[config.mk]
export PLATFORM = sky130hd
export DESIGN_NAME = ws2812_bit_encoder
export DESIGN_NICKNAME = d
export VERILOG_FILES = /design/src/rtl/ws2812_bit_encoder.sv
export SDC_FILE = /design/constraint.sdc
export NUM_CORES = 1
export LEC_CHECK = 0
export BUFFER_PORTS_ARGS = -buffer_cell sky130_fd_sc_hd__buf_2
export CAP_MARGIN = 0
export CORE_UTILIZATION = 50
export DETAILED_ROUTE_END_ITERATION = 10
export PLACE_DENSITY = 0.77
export SYNTH_ARGS = -nofsm -noshare
export SYNTH_HDL_FRONTEND = slang
export SYNTH_SLANG_ARGS = --single-unit
[constraint.sdc]
create_clock -name clk_in -period 3.1 [get_ports clk_in]
set_input_delay 0.155 -clock clk_in [delete_from_list [all_inputs] [get_ports clk_in]]
set_output_delay 0.155 -clock clk_in [all_outputs]
set_load 0.01 [all_outputs]
[src/rtl/ws2812_bit_encoder.sv]
// WS2812 single-wire NRZ encoder: a double-buffered 24-bit GRB word stream in,
// one registered line drive out, with a latch low period after each frame.
module ws2812_bit_encoder #(
  parameter int T0H_CNT  = 32,
  parameter int T1H_CNT  = 64,
  parameter int TBIT_CNT = 100,
  parameter int RST_CNT  = 24000
) (
  input  logic        clk_in,
  input  logic        rst_n_in,
  input  logic        data_valid_in,
  input  logic [23:0] data_in,
  input  logic        last_in,
  output logic        data_ready_out,
  output logic        busy_out,
  output logic        underrun_out,
  output logic        bit_out
);

  localparam int CNT_W = (TBIT_CNT > 1) ? $clog2(TBIT_CNT) : 1;
  localparam int LAT_W = (RST_CNT > 1) ? $clog2(RST_CNT) : 1;

  localparam logic [CNT_W-1:0] T0H_C     = CNT_W'(T0H_CNT);
  localparam logic [CNT_W-1:0] T1H_C     = CNT_W'(T1H_CNT);
  localparam logic [CNT_W-1:0] TBIT_LAST = CNT_W'(TBIT_CNT - 1);
  localparam logic [LAT_W-1:0] LAT_LAST  = LAT_W'(RST_CNT - 1);
  localparam logic [4:0]       IDX_LAST  = 5'd23;

  typedef enum logic [1:0] {
    IDLE,
    SEND,
    LATCH
  } state_e;

  state_e             state_q, state_d;
  logic [CNT_W-1:0]   cnt_q, cnt_d;
  logic [4:0]         idx_q, idx_d;
  logic [LAT_W-1:0]   lat_q, lat_d;
  logic [23:0]        shift_q, shift_d;
  logic               shift_last_q, shift_last_d;
  logic [23:0]        hold_data_q, hold_data_d;
  logic               hold_last_q, hold_last_d;
  logic               hold_valid_q, hold_valid_d;
  logic               underrun_q, underrun_d;
  logic               bit_q, bit_d;
  logic               load;

  // NOTE: every always_comb output gets a default first, so no path can infer a latch.
  always_comb begin
    state_d      = state_q;
    cnt_d        = cnt_q;
    idx_d        = idx_q;
    lat_d        = lat_q;
    shift_d      = shift_q;
    shift_last_d = shift_last_q;
    hold_data_d  = hold_data_q;
    hold_last_d  = hold_last_q;
    hold_valid_d = hold_valid_q;
    underrun_d   = 1'b0;
    load         = 1'b0;

    if (data_valid_in && !hold_valid_q) begin
      hold_data_d  = data_in;
      hold_last_d  = last_in;
      hold_valid_d = 1'b1;
    end

    unique case (state_q)
      IDLE: begin
        if (hold_valid_q) load = 1'b1;
      end
      SEND: begin
        if (cnt_q == TBIT_LAST) begin
          cnt_d = '0;
          if (idx_q == IDX_LAST) begin
            idx_d = '0;
            if (shift_last_q) begin
              state_d = LATCH;
              lat_d   = '0;
            end else if (hold_valid_q) begin
              load = 1'b1;
            end else begin
              state_d    = IDLE;
              underrun_d = 1'b1;
            end
          end else begin
            idx_d   = idx_q + 5'd1;
            shift_d = {shift_q[22:0], 1'b0};
          end
        end else begin
          cnt_d = cnt_q + 1'b1;
        end
      end
      LATCH: begin
        if (lat_q == LAT_LAST) begin
          if (hold_valid_q) load = 1'b1;
          else              state_d = IDLE;
        end else begin
          lat_d = lat_q + 1'b1;
        end
      end
      default: state_d = IDLE;
    endcase

    // Loading needs a full hold register and accepting needs an empty one,
    // so the two never coincide on one edge.
    if (load) begin
      shift_d      = hold_data_q;
      shift_last_d = hold_last_q;
      hold_valid_d = 1'b0;
      state_d      = SEND;
      cnt_d        = '0;
      idx_d        = '0;
    end

    // Line drive is computed from the next state so bit_out_q tracks cnt_q exactly.
    bit_d = (state_d == SEND) && (cnt_d < (shift_d[23] ? T1H_C : T0H_C));
  end

  // NOTE: sequential state uses non-blocking assignments only.
  always_ff @(posedge clk_in or negedge rst_n_in) begin
    if (!rst_n_in) begin
      state_q      <= IDLE;
      cnt_q        <= '0;
      idx_q        <= '0;
      lat_q        <= '0;
      shift_q      <= '0;
      shift_last_q <= 1'b0;
      hold_data_q  <= '0;
      hold_last_q  <= 1'b0;
      hold_valid_q <= 1'b0;
      underrun_q   <= 1'b0;
      bit_q        <= 1'b0;
    end else begin
      state_q      <= state_d;
      cnt_q        <= cnt_d;
      idx_q        <= idx_d;
      lat_q        <= lat_d;
      shift_q      <= shift_d;
      shift_last_q <= shift_last_d;
      hold_data_q  <= hold_data_d;
      hold_last_q  <= hold_last_d;
      hold_valid_q <= hold_valid_d;
      underrun_q   <= underrun_d;
      bit_q        <= bit_d;
    end
  end

  assign data_ready_out = ~hold_valid_q;
  assign busy_out       = (state_q != IDLE);
  assign underrun_out   = underrun_q;
  assign bit_out        = bit_q;

endmodule

==> results of run 1 <==
==> per-stage QoR <==
step / instances / setup slack, ps
final: 457 / 566
after CTS: 457 / 574
after floorplan: 321 / 804
after global placement: 441 / 693
after detailed placement: 441 / 596
after global routing: 457 / 388
==> worst max-delay path, cell delays in order (launching register included) <==
cell	delay, ps
sky130_fd_sc_hd__dfrtp_1	400
sky130_fd_sc_hd__ha_1	230
sky130_fd_sc_hd__nand2b_1	220
sky130_fd_sc_hd__o41a_1	480
sky130_fd_sc_hd__o22a_1	320
sky130_fd_sc_hd__nand2_1	120
sky130_fd_sc_hd__o21ai_0	100
sky130_fd_sc_hd__ha_1	280
sky130_fd_sc_hd__o21ai_0	70
sky130_fd_sc_hd__o211a_1	210
==> worst max-delay path by stage <==
stage,start,endpoint,cells after the start
3_5_place_dp,cnt_q[0],bit_out,9
6_report,cnt_q[0],bit_out,9
4_1_cts,cnt_q[0],bit_out,9
5_1_grt,cnt_q[0],bit_out,9
2_1_floorplan,cnt_q[0],bit_out,9
3_3_place_gp,cnt_q[0],bit_out,9
==> per-layer routing <==
| layer | wire length [um] | share of wire | up-vias |
|---|---|---|---|
| met5 | 0 | 0 | - |
| met4 | 67 | 0.0098 | 0 |
| met3 | 276 | 0.040 | 8 |
| met2 | 3230 | 0.47 | 45 |
| met1 | 3250 | 0.48 | 1315 |
| li1 | - | - | 1244 |
==> cell type report <==
cell class                      count  area share
Sequential cell                    82       0.483
Inverter                            4     0.00354
Clock inverter                      7      0.0251
Multi-Input combinational cell    218       0.380
Clock buffer                        9      0.0292
Timing Repair Buffer               38      0.0495
Tap cell                           99      0.0292
==> cell families (layout without fill, tap and decap cells) <==
logic type                 Yosys count  in the layout  share of synthesized area
adders and majority gates            4              4                     0.0133
and+or+nand+nor                     97             97                      0.147
AOI/OAI and AO/OA                   78             78                      0.158
buffers and inverters               21             58                     0.0295
DFF                                 82             82                      0.544
xor gates and xnor gates            11             11                     0.0255
muxes                               28             28                     0.0826
==> power by group <==
| group | leakage (nW) | total (mW) | internal [mW] | switching (mW) |
|---|---|---|---|---|
| registers | 1.03 | 1.65 | 1.43 | 0.219 |
| clock network | 0.117 | 0.883 | 0.469 | 0.414 |
| logic | 0.878 | 0.652 | 0.376 | 0.276 |
==> cells in the final DEF (no fill, tap or decap), types with 2 or more instances in the layout <==
cell type / Yosys / layout
sky130_fd_sc_hd__dfrtp_1: 82 / 82
sky130_fd_sc_hd__buf_2: 2 / 30
sky130_fd_sc_hd__nand2_1: 25 / 25
sky130_fd_sc_hd__mux2_2: 25 / 25
sky130_fd_sc_hd__a22o_1: 22 / 22
sky130_fd_sc_hd__a21o_1: 22 / 22
sky130_fd_sc_hd__nor2_1: 18 / 18
sky130_fd_sc_hd__a21oi_1: 12 / 12
sky130_fd_sc_hd__clkbuf_8: 0 / 9
sky130_fd_sc_hd__nand4_1: 8 / 8
sky130_fd_sc_hd__xor2_1: 8 / 8
sky130_fd_sc_hd__buf_4: 2 / 8
sky130_fd_sc_hd__or4_1: 7 / 7
sky130_fd_sc_hd__o21ai_0: 6 / 6
sky130_fd_sc_hd__o31ai_1: 6 / 6
sky130_fd_sc_hd__nand3_1: 5 / 5
sky130_fd_sc_hd__nand2b_1: 4 / 4
sky130_fd_sc_hd__nor2b_1: 5 / 4
sky130_fd_sc_hd__nor3_1: 4 / 4
sky130_fd_sc_hd__inv_1: 4 / 4
sky130_fd_sc_hd__ha_1: 4 / 4
sky130_fd_sc_hd__mux2i_1: 3 / 3
sky130_fd_sc_hd__xnor2_1: 3 / 3
sky130_fd_sc_hd__o211a_1: 3 / 3
sky130_fd_sc_hd__and3_1: 3 / 3
sky130_fd_sc_hd__inv_6: 0 / 3
sky130_fd_sc_hd__nand4b_1: 2 / 2
sky130_fd_sc_hd__and4_1: 2 / 2
sky130_fd_sc_hd__nor4_4: 2 / 2
sky130_fd_sc_hd__nand3b_1: 2 / 2
sky130_fd_sc_hd__and2_1: 2 / 2
sky130_fd_sc_hd__bufinv_16: 0 / 2
==> flip-flops by register name, summed over array words and instances (netlist names) <==
name          count
bit_out           1
hold_last_q       1
hold_valid_q      1
state_q           2
lat_q            15
shift_last_q      1
underrun_out      1
shift_q          24
cnt_q             7
idx_q             5
hold_data_q      24
==> impl_metrics.env, run 1 <==
export IMPL_floorplan_core_area_sq_mm=0.00729
export IMPL_timing_final_setup_violations=0
export IMPL_synthesis_area_sq_mm=0.00377
export IMPL_area_growth_syn_to_layout_pct=12.5
export IMPL_ys_top_cells_by_count="sky130_fd_sc_hd__dfrtp_1 (82), sky130_fd_sc_hd__mux2_2 (25), sky130_fd_sc_hd__nand2_1 (25)"
export IMPL_post_synth_edffs=0
export IMPL_dr_total_vias=2612
export IMPL_worst_hold_slack_ps=-28.5
export IMPL_cp_data_required_time_ps=3340
export IMPL_cts_buffers=9
export IMPL_final_core_util=0.582
export IMPL_ys_seq_area_frac=0.544
export IMPL_met1_track_demand_over_resource_in_global_routing=0.262
export IMPL_fin_max_slew_vios=0
export IMPL_clockBufferDepth=2
export IMPL_postSynthAreaPerCell_sq_um=11.8
export IMPL_number_of_vias_per_cell=5.72
export IMPL_busiest_layer="met2"
export IMPL_floorplan_die_area_sq_mm=0.00790
export IMPL_reg2reg_from="cnt_q[0]"
export IMPL_initial_core_util=0.518
export IMPL_cp_end_kind="flop"
export IMPL_use_met2=0.326
export IMPL_holdBufCountCts=0
export IMPL_sequential_cell_area_sq_mm=0.00205
export IMPL_globalRouteTotalUtil=0.200
export IMPL_nNetsFinal=385
export IMPL_hold_class="in -> async"
export IMPL_layout_cell_area_non_filler_sq_mm=0.00424
export IMPL_fillers=647
export IMPL_use_met3=0.0616
export IMPL_path_clk_slew_ps=80
export IMPL_core_rowCount=31
export IMPL_transition_time_of_the_tightest_slew_check_pin_ps=1010
export IMPL_placed_area_sq_mm=0.00401
export IMPL_number_of_levels_the_h_tree_was_split_into=3
export IMPL_die_w_um=88.9
export IMPL_top_level_ports=32
export IMPL_worst_skew_pair_late_latency_ps=360
export IMPL_netlist_instances=321
export IMPL_worst_ep_arrival_time_ps=2780
export IMPL_detail_route_iter0_violations=90
export IMPL_timing_hold_violations_final=47
export IMPL_failed_checks="hold timing"
export IMPL_worst_ir_drop_vdd_uv=510
export IMPL_hpwl_um=4360
export IMPL_grt_overflow=0
export IMPL_synth_most_common_cell="sky130_fd_sc_hd__dfrtp_1"
export IMPL_routed_wire_length_per_instance_um=14.9
export IMPL_postSynth_topFlopCell="sky130_fd_sc_hd__dfrtp_1"
export IMPL_tritoncts="done"
export IMPL_final_min_clock_period_ps=2530
export IMPL_crit_path_max_fanout=9
export IMPL_timing_clock_skew_ps=12.6
export IMPL_crit_path_launch_type="flop"
export IMPL_gpl_final_weighted_congestion=0.790
export IMPL_yosys_register_bits=82
export IMPL_reg2regPathDepth=9
export IMPL_share_of_final_layout_standard_cells_stronger_than_drive_strength_1=0.240
export IMPL_die_h_um=88.9
export IMPL_fin_total_pwr_mw=3.18
export IMPL_cts_resized=0
export IMPL_yosysWarnings=0
export IMPL_route_detailed_drc=0
export IMPL_synth_top_cells_by_area="sky130_fd_sc_hd__dfrtp_1 (54%), sky130_fd_sc_hd__mux2_2 (7.5%), sky130_fd_sc_hd__a22o_1 (5.1%)"
export IMPL_share_of_flip_flops_with_an_asynchronous_set_or_reset_after_synthesis=1.00
export IMPL_initial_antenna_violation_count=0
export IMPL_post_synth_top_area_fraction=0.544
export IMPL_root_buffer="sky130_fd_sc_hd__clkbuf_8"
export IMPL_cts_sinks=82
export IMPL_drv_cap=0
export IMPL_p_leak_nw=2.03
export IMPL_mappedNetlistNets=353
export IMPL_wirelength_routed_um=6830
export IMPL_register_to_register_setup_slack_ps=570
export IMPL_port_buffers=31
export IMPL_crit_reg2reg_capture="bit_out"
export IMPL_drt_pass1_iterations=4
export IMPL_power_density_mw_per_mm2=750
export IMPL_grt_start_max_net_pins=83
export IMPL_worst_setup_path_type="reg -> reg"
export IMPL_first_global_vias=2569
export IMPL_timing_max_slew_rel_slack=0.324
export IMPL_rsz0062_at_grt="no"
export IMPL_layout_worst_path_cycle_share=0.817
export IMPL_postCtsSetupBuffers=0
export IMPL_synth_largest_area_cell="sky130_fd_sc_hd__dfrtp_1"
export IMPL_diodes=0
export IMPL_multiInputGateArea_sq_mm=0.00161
export IMPL_ys_types=47
export IMPL_fmax_mhz=395
export IMPL_final_antenna_net_count=0
export IMPL_tns_ps=0
export IMPL_run_status="finished, violations left"
export IMPL_grt_pass1_wl_um=12000
(Power assumes the default switching activity.)
==> inputs of run 2 (changes only) <==
clock period = 2.4 ns   (was 3.1 ns; I/O delays follow)
==> impl_metrics.env, run 2 (synthesis results as in run 1) <==
export IMPL_run_status="complete, no violations"
export IMPL_rsz0062_at_grt="no"
export IMPL_transition_time_of_the_tightest_slew_check_pin_ps=1040
export IMPL_hold_class="in -> reg"
export IMPL_fin_max_slew_vios=0
export IMPL_p_leak_nw=2.17
export IMPL_worst_setup_path_type="reg -> reg"
export IMPL_worst_ir_drop_vdd_uv=632
export IMPL_p_seq_frac=0.512
export IMPL_switching_share=0.291
export IMPL_final_core_util=0.626
export IMPL_worst_skew_pair_late_latency_ps=360
export IMPL_cts_buffers=9
export IMPL_number_of_levels_the_h_tree_was_split_into=3
export IMPL_fin_total_pwr_mw=4.20
export IMPL_path_clk_slew_ps=90
export IMPL_use_met3=0.0653
export IMPL_initial_core_util=0.518
export IMPL_crit_path_launch_type="flop"
export IMPL_layout_cells_most_common="sky130_fd_sc_hd__dfrtp_1"
export IMPL_timing_max_slew_rel_slack=0.307
export IMPL_floorplan_die_area_sq_mm=0.00790
export IMPL_timing_final_setup_violations=0
export IMPL_final_antenna_net_count=0
export IMPL_share_of_final_layout_standard_cells_stronger_than_drive_strength_1=0.240
export IMPL_combPwrFrac=0.213
export IMPL_cp_cell_sequence="ha_1 > nand4b_1 > o41a_1 > o22a_1 > nand2_1 > nor2_1 > ha_1 > o21ai_0 > o211a_1"
export IMPL_routed_wire_length_per_instance_um=15.1
export IMPL_diodes=0
export IMPL_pwr_share_clk=0.275
export IMPL_grt_pass1_wl_um=12300
export IMPL_die_h_um=88.9
export IMPL_met1_track_demand_over_resource_in_global_routing=0.265
export IMPL_clockBufferDepth=2
export IMPL_area_growth_syn_to_layout_pct=21.0
export IMPL_hpwl_um=4570
export IMPL_grt_start_max_net_pins=83
export IMPL_final_setup_worst_slack_ps=139
export IMPL_layout_worst_path_cycle_share=0.942
export IMPL_busiest_layer="met2"
export IMPL_detail_route_iter0_violations=148
export IMPL_die_w_um=88.9
export IMPL_power_internal_mw=2.98
export IMPL_nNetsFinal=419
export IMPL_timing_hold_violations_final=0
export IMPL_floorplan_core_area_sq_mm=0.00729
export IMPL_tritoncts="done"
export IMPL_route_detailed_drc=0
export IMPL_cts_sinks=82
export IMPL_final_min_clock_period_ps=2260
export IMPL_critical_path_most_common_cell="sky130_fd_sc_hd__ha_1"
export IMPL_final_cell_mix="sky130_fd_sc_hd__dfrtp_1 (82), sky130_fd_sc_hd__buf_2 (30), sky130_fd_sc_hd__dlygate4sd3_1 (26)"
export IMPL_globalRouteTotalUtil=0.207
export IMPL_place_detailed_instances=449
export IMPL_cp_data_required_time_ps=2650
export IMPL_grt_overflow=0
export IMPL_family_of_cells_with_the_greatest_summed_delay_on_the_critical_path="compound AO/OA/AOI/OAI gates"
export IMPL_reg_largest_list="hold_data_q x24, shift_q x24, lat_q x15"
export IMPL_cp_end_kind="flop"
export IMPL_timing_clock_skew_ps=8.91
export IMPL_drt_pass1_iterations=4
export IMPL_use_met2=0.342
export IMPL_gpl_final_weighted_congestion=0.836
export IMPL_critPathSlowestCell="sky130_fd_sc_hd__dfrtp_1"
export IMPL_timing_critical_path_buf_inv=0
export IMPL_critical_path_max_stage_delay_ps=390
export IMPL_top_level_ports=32
export IMPL_root_buffer="sky130_fd_sc_hd__clkbuf_8"
export IMPL_port_buffers=31
export IMPL_dp_worst_setup_slack_ps=157
export IMPL_core_rowCount=31
export IMPL_worst_ep_arrival_time_ps=2510
export IMPL_switching_power_mw=1.22
export IMPL_drv_cap=0
export IMPL_number_of_vias_per_cell=5.59
export IMPL_wirelength_routed_um=7400
export IMPL_cts_resized=0
export IMPL_crit_path_max_fanout=7
export IMPL_tns_ps=0
export IMPL_finalNonFillerCells=491
export IMPL_initial_antenna_violation_count=0
export IMPL_dr_total_vias=2745
export IMPL_power_density_mw_per_mm2=920
export IMPL_fmax_mhz=442
export IMPL_first_global_vias=2646
## run 2: worst paths after layout
check                            from  cells past startpoint              to  slack, ps
setup reg to reg             idx_q[0]                      9         bit_out        140
min in group asynchronous    rst_n_in                      2        cnt_q[0]        440
hold reg to reg            shift_q[5]                      1      shift_q[5]        480
hold / removal             data_in[2]                      2  hold_data_q[2]         10
max in group asynchronous    rst_n_in                      2        cnt_q[3]       1260
setup / recovery             idx_q[0]                      9         bit_out        140
## run 2: metrics by stage
stage | cell area (sq um) | hold WS [ps]
2_1_floorplan | 3770 | -176
3_3_place_gp | 4070 | 349
3_5_place_dp | 4070 | 350
4_1_cts | 4560 | 2.38
5_1_grt | 4560 | 0.673
6_report | 4560 | 14.8
## run 2: timing repair
item / in CTS / in global routing
hold buffers: 26 / 0
setup buffers: 0 / 0
endpoints found under the hold margin: 107 / 0
## run 2: power groups by stage
| stage | registers (mW) | logic, mW | clock network, mW |
|---|---|---|---|
| 2_1_floorplan | 2.08 | 0.699 | 0 |
| 3_3_place_gp | 2.15 | 0.831 | 0 |
| 3_5_place_dp | 2.17 | 0.874 | 0 |
| 4_1_cts | 2.15 | 0.906 | 1.18 |
| 5_1_grt | 2.20 | 1.00 | 1.23 |
| 6_report | 2.15 | 0.896 | 1.15 |
## run 2: final cells by class
class,count,area (sq um)
Clock buffer,9,124
Sequential cell,82,2050
Multi-Input combinational cell,218,1610
Fill cell,603,2730
Timing Repair Buffer,72,531
Clock inverter,7,106
Tap cell,99,124
Inverter,4,15.0
## run 2: metal layers
metal,wire (um),share of wire,vias to the layer above
met3,272,0.037,9
met4,83,0.011,0
li1,-,-,1312
met1,3420,0.46,1379
met2,3620,0.49,45
met5,0,0,-
## run 2: worst reg2reg max path, delay by kind of cell, from the launching register on
kind | cells | cell delay [ps]
AO/OA/AOI/OAI | 4 | 910
adder cells (fa/ha/maj) | 2 | 500
flip-flops | 1 | 390
AND/OR/NAND/NOR | 3 | 360
==> inputs of run 3 (changes only) <==
CORE_ASPECT_RATIO = 0.6   (was unset)
==> impl_metrics.env, run 3 (synthesis results as in run 1) <==
export IMPL_drt_pass1_iterations=4
export IMPL_power_density_mw_per_mm2=1010
export IMPL_tns_ps=0
export IMPL_p_leak_nw=2.14
export IMPL_placed_area_sq_mm=0.00409
export IMPL_cp_cell_sequence="ha_2 > nand4b_1 > o41a_1 > o22a_2 > buf_4 > buf_4 > buf_4 > o21ai_0 > o211a_1"
export IMPL_fillers=584
export IMPL_final_setup_worst_slack_ps=69.2
export IMPL_worst_ep_arrival_time_ps=2600
export IMPL_crit_reg2reg_capture="bit_out"
export IMPL_floorplan_core_area_sq_mm=0.00727
export IMPL_p_seq_frac=0.476
export IMPL_core_rowCount=24
export IMPL_timing_hold_violations_final=0
export IMPL_layout_cells_most_common="sky130_fd_sc_hd__dfrtp_1"
export IMPL_cts_buffers=9
export IMPL_detail_route_iter0_violations=222
export IMPL_worst_setup_path_type="reg -> reg"
export IMPL_fin_max_slew_vios=0
export IMPL_cp_end_kind="flop"
export IMPL_die_w_um=114
export IMPL_final_cell_mix="sky130_fd_sc_hd__dfrtp_1 (82), sky130_fd_sc_hd__buf_2 (30), sky130_fd_sc_hd__mux2_2 (25)"
export IMPL_layout_cell_area_non_filler_sq_mm=0.00451
export IMPL_timing_clock_skew_ps=8.18
export IMPL_globalRouteTotalUtil=0.220
export IMPL_grt_overflow=0
export IMPL_combPwrFrac=0.213
export IMPL_critical_path_most_common_cell="sky130_fd_sc_hd__buf_4"
export IMPL_critPathSlowestCell="sky130_fd_sc_hd__o41a_1"
export IMPL_die_h_um=69.3
export IMPL_routed_wire_length_per_instance_um=16.4
export IMPL_timing_final_setup_violations=0
export IMPL_area_growth_syn_to_layout_pct=19.6
export IMPL_crit_path_max_fanout=4
export IMPL_worst_hold_slack_ps=11.9
export IMPL_path_clk_slew_ps=60
export IMPL_initial_antenna_violation_count=0
export IMPL_cp_data_required_time_ps=2670
export IMPL_critical_path_max_stage_delay_ps=440
export IMPL_switching_share=0.281
export IMPL_place_detailed_instances=453
export IMPL_wirelength_routed_um=7890
export IMPL_floorplan_die_area_sq_mm=0.00791
export IMPL_grt_start_max_net_pins=48
export IMPL_pwr_share_clk=0.311
export IMPL_grt_pass1_wl_um=13200
export IMPL_worst_ir_drop_vdd_uv=555
export IMPL_gpl_final_weighted_congestion=0.884
export IMPL_drv_cap=0
export IMPL_holdPathStages=2
export IMPL_share_of_final_layout_standard_cells_stronger_than_drive_strength_1=0.282
export IMPL_route_detailed_drc=0
export IMPL_number_of_vias_per_cell=5.65
export IMPL_timing_max_slew_rel_slack=0.386
export IMPL_dp_worst_setup_slack_ps=47.3
export IMPL_run_status="complete, no violations"
export IMPL_final_antenna_net_count=0
export IMPL_finalNonFillerCells=480
export IMPL_worst_skew_pair_late_latency_ps=340
export IMPL_hpwl_um=5120
export IMPL_layout_worst_path_cycle_share=0.971
export IMPL_min_from="data_in[5]"
export IMPL_dr_total_vias=2710
export IMPL_register_to_register_setup_slack_ps=70
export IMPL_clockBufferDepth=2
export IMPL_final_min_clock_period_ps=2330
export IMPL_port_buffers=31
export IMPL_reg2regPathDepth=9
export IMPL_fmax_mhz=429
export IMPL_reg2reg_from="idx_q[1]"
export IMPL_hold_class="in -> reg"
export IMPL_reg_largest_list="hold_data_q x24, shift_q x24, lat_q x15"
export IMPL_number_of_levels_the_h_tree_was_split_into=3
export IMPL_transition_time_of_the_tightest_slew_check_pin_ps=920
export IMPL_top_level_ports=32
export IMPL_cp_startpoint="idx_q[1]"
export IMPL_crit_path_launch_type="flop"
export IMPL_cts_sinks=82
export IMPL_timing_hold_worst_endpoint="hold_data_q[5]"
export IMPL_tritoncts="done"
export IMPL_nNetsFinal=403
export IMPL_initial_core_util=0.519
export IMPL_power_internal_mw=3.27
export IMPL_fin_total_pwr_mw=4.54
export IMPL_diodes=0
export IMPL_final_core_util=0.621
export IMPL_first_global_vias=2681
export IMPL_switching_power_mw=1.28
export IMPL_root_buffer="sky130_fd_sc_hd__clkbuf_16"
[run 3: changes by cell type in the layout (fill, tap and decap cells not counted), moves of 2 or more]
cell and change:
sky130_fd_sc_hd__inv_6 -2, sky130_fd_sc_hd__nand2_2 +2, sky130_fd_sc_hd__ha_1 -2, sky130_fd_sc_hd__buf_4 +5, sky130_fd_sc_hd__nand2_1 -2, sky130_fd_sc_hd__clkbuf_8 -7, sky130_fd_sc_hd__dlygate4sd3_1 -22, sky130_fd_sc_hd__clkbuf_16 +9
sky130_fd_sc_hd__clkinvlp_4 +3, sky130_fd_sc_hd__ha_2 +2
[run 3: critical path, delay by kind of cell (launching register included)]
family | cells | cell delay (ps)
AOI/OAI and AO/OA | 4 | 1120
adders and majority gates | 1 | 220
buffers and inverters | 3 | 420
DFF | 1 | 370
and+or+nand+nor | 1 | 130
[run 3: worst max path at each step]
stage | end | cells after the start
6_report | bit_out | 9
5_1_grt | bit_out | 9
4_1_cts | bit_out | 9
3_5_place_dp | bit_out | 9
3_3_place_gp | bit_out | 9
2_1_floorplan | bit_out | 9
[run 3: layer usage]
metal  vias up  part of all wire  track usage
met5         -                 0            0
met4         0            0.0086       0.0722
met3         9             0.050       0.0752
met2        57              0.46        0.312
met1      1368              0.48        0.315
li1       1276                 -            -
[run 3: layout make-up]
class,count,area (sq um),share of cell area
inverters,4,15.0,0.00333
clock inverters,5,61.3,0.0136
multi-input cells,218,1640,0.362
repair buffers,56,368,0.0815
flip-flops and latches,82,2050,0.455
well taps,104,130,0.0288
clock buffers,11,253,0.0560
[run 3: power by group through the flow]
| stage | registers (mW) | clock network, mW | logic, mW |
|---|---|---|---|
| 2_1_floorplan | 2.08 | 0 | 0.699 |
| 3_3_place_gp | 2.15 | 0 | 0.869 |
| 3_5_place_dp | 2.17 | 0 | 0.909 |
| 4_1_cts | 2.16 | 1.45 | 0.931 |
| 5_1_grt | 2.22 | 1.49 | 1.07 |
| 6_report | 2.16 | 1.41 | 0.967 |
[run 3: timing repair]
| item | in CTS | in global routing |
|---|---|---|
| endpoints found under the setup margin | 0 | 8 |
| gates resized for setup | 0 | 8 |
| hold endpoints to repair | 49 | 0 |
| hold buffers | 4 | 0 |
| setup buffers | 0 | 7 |
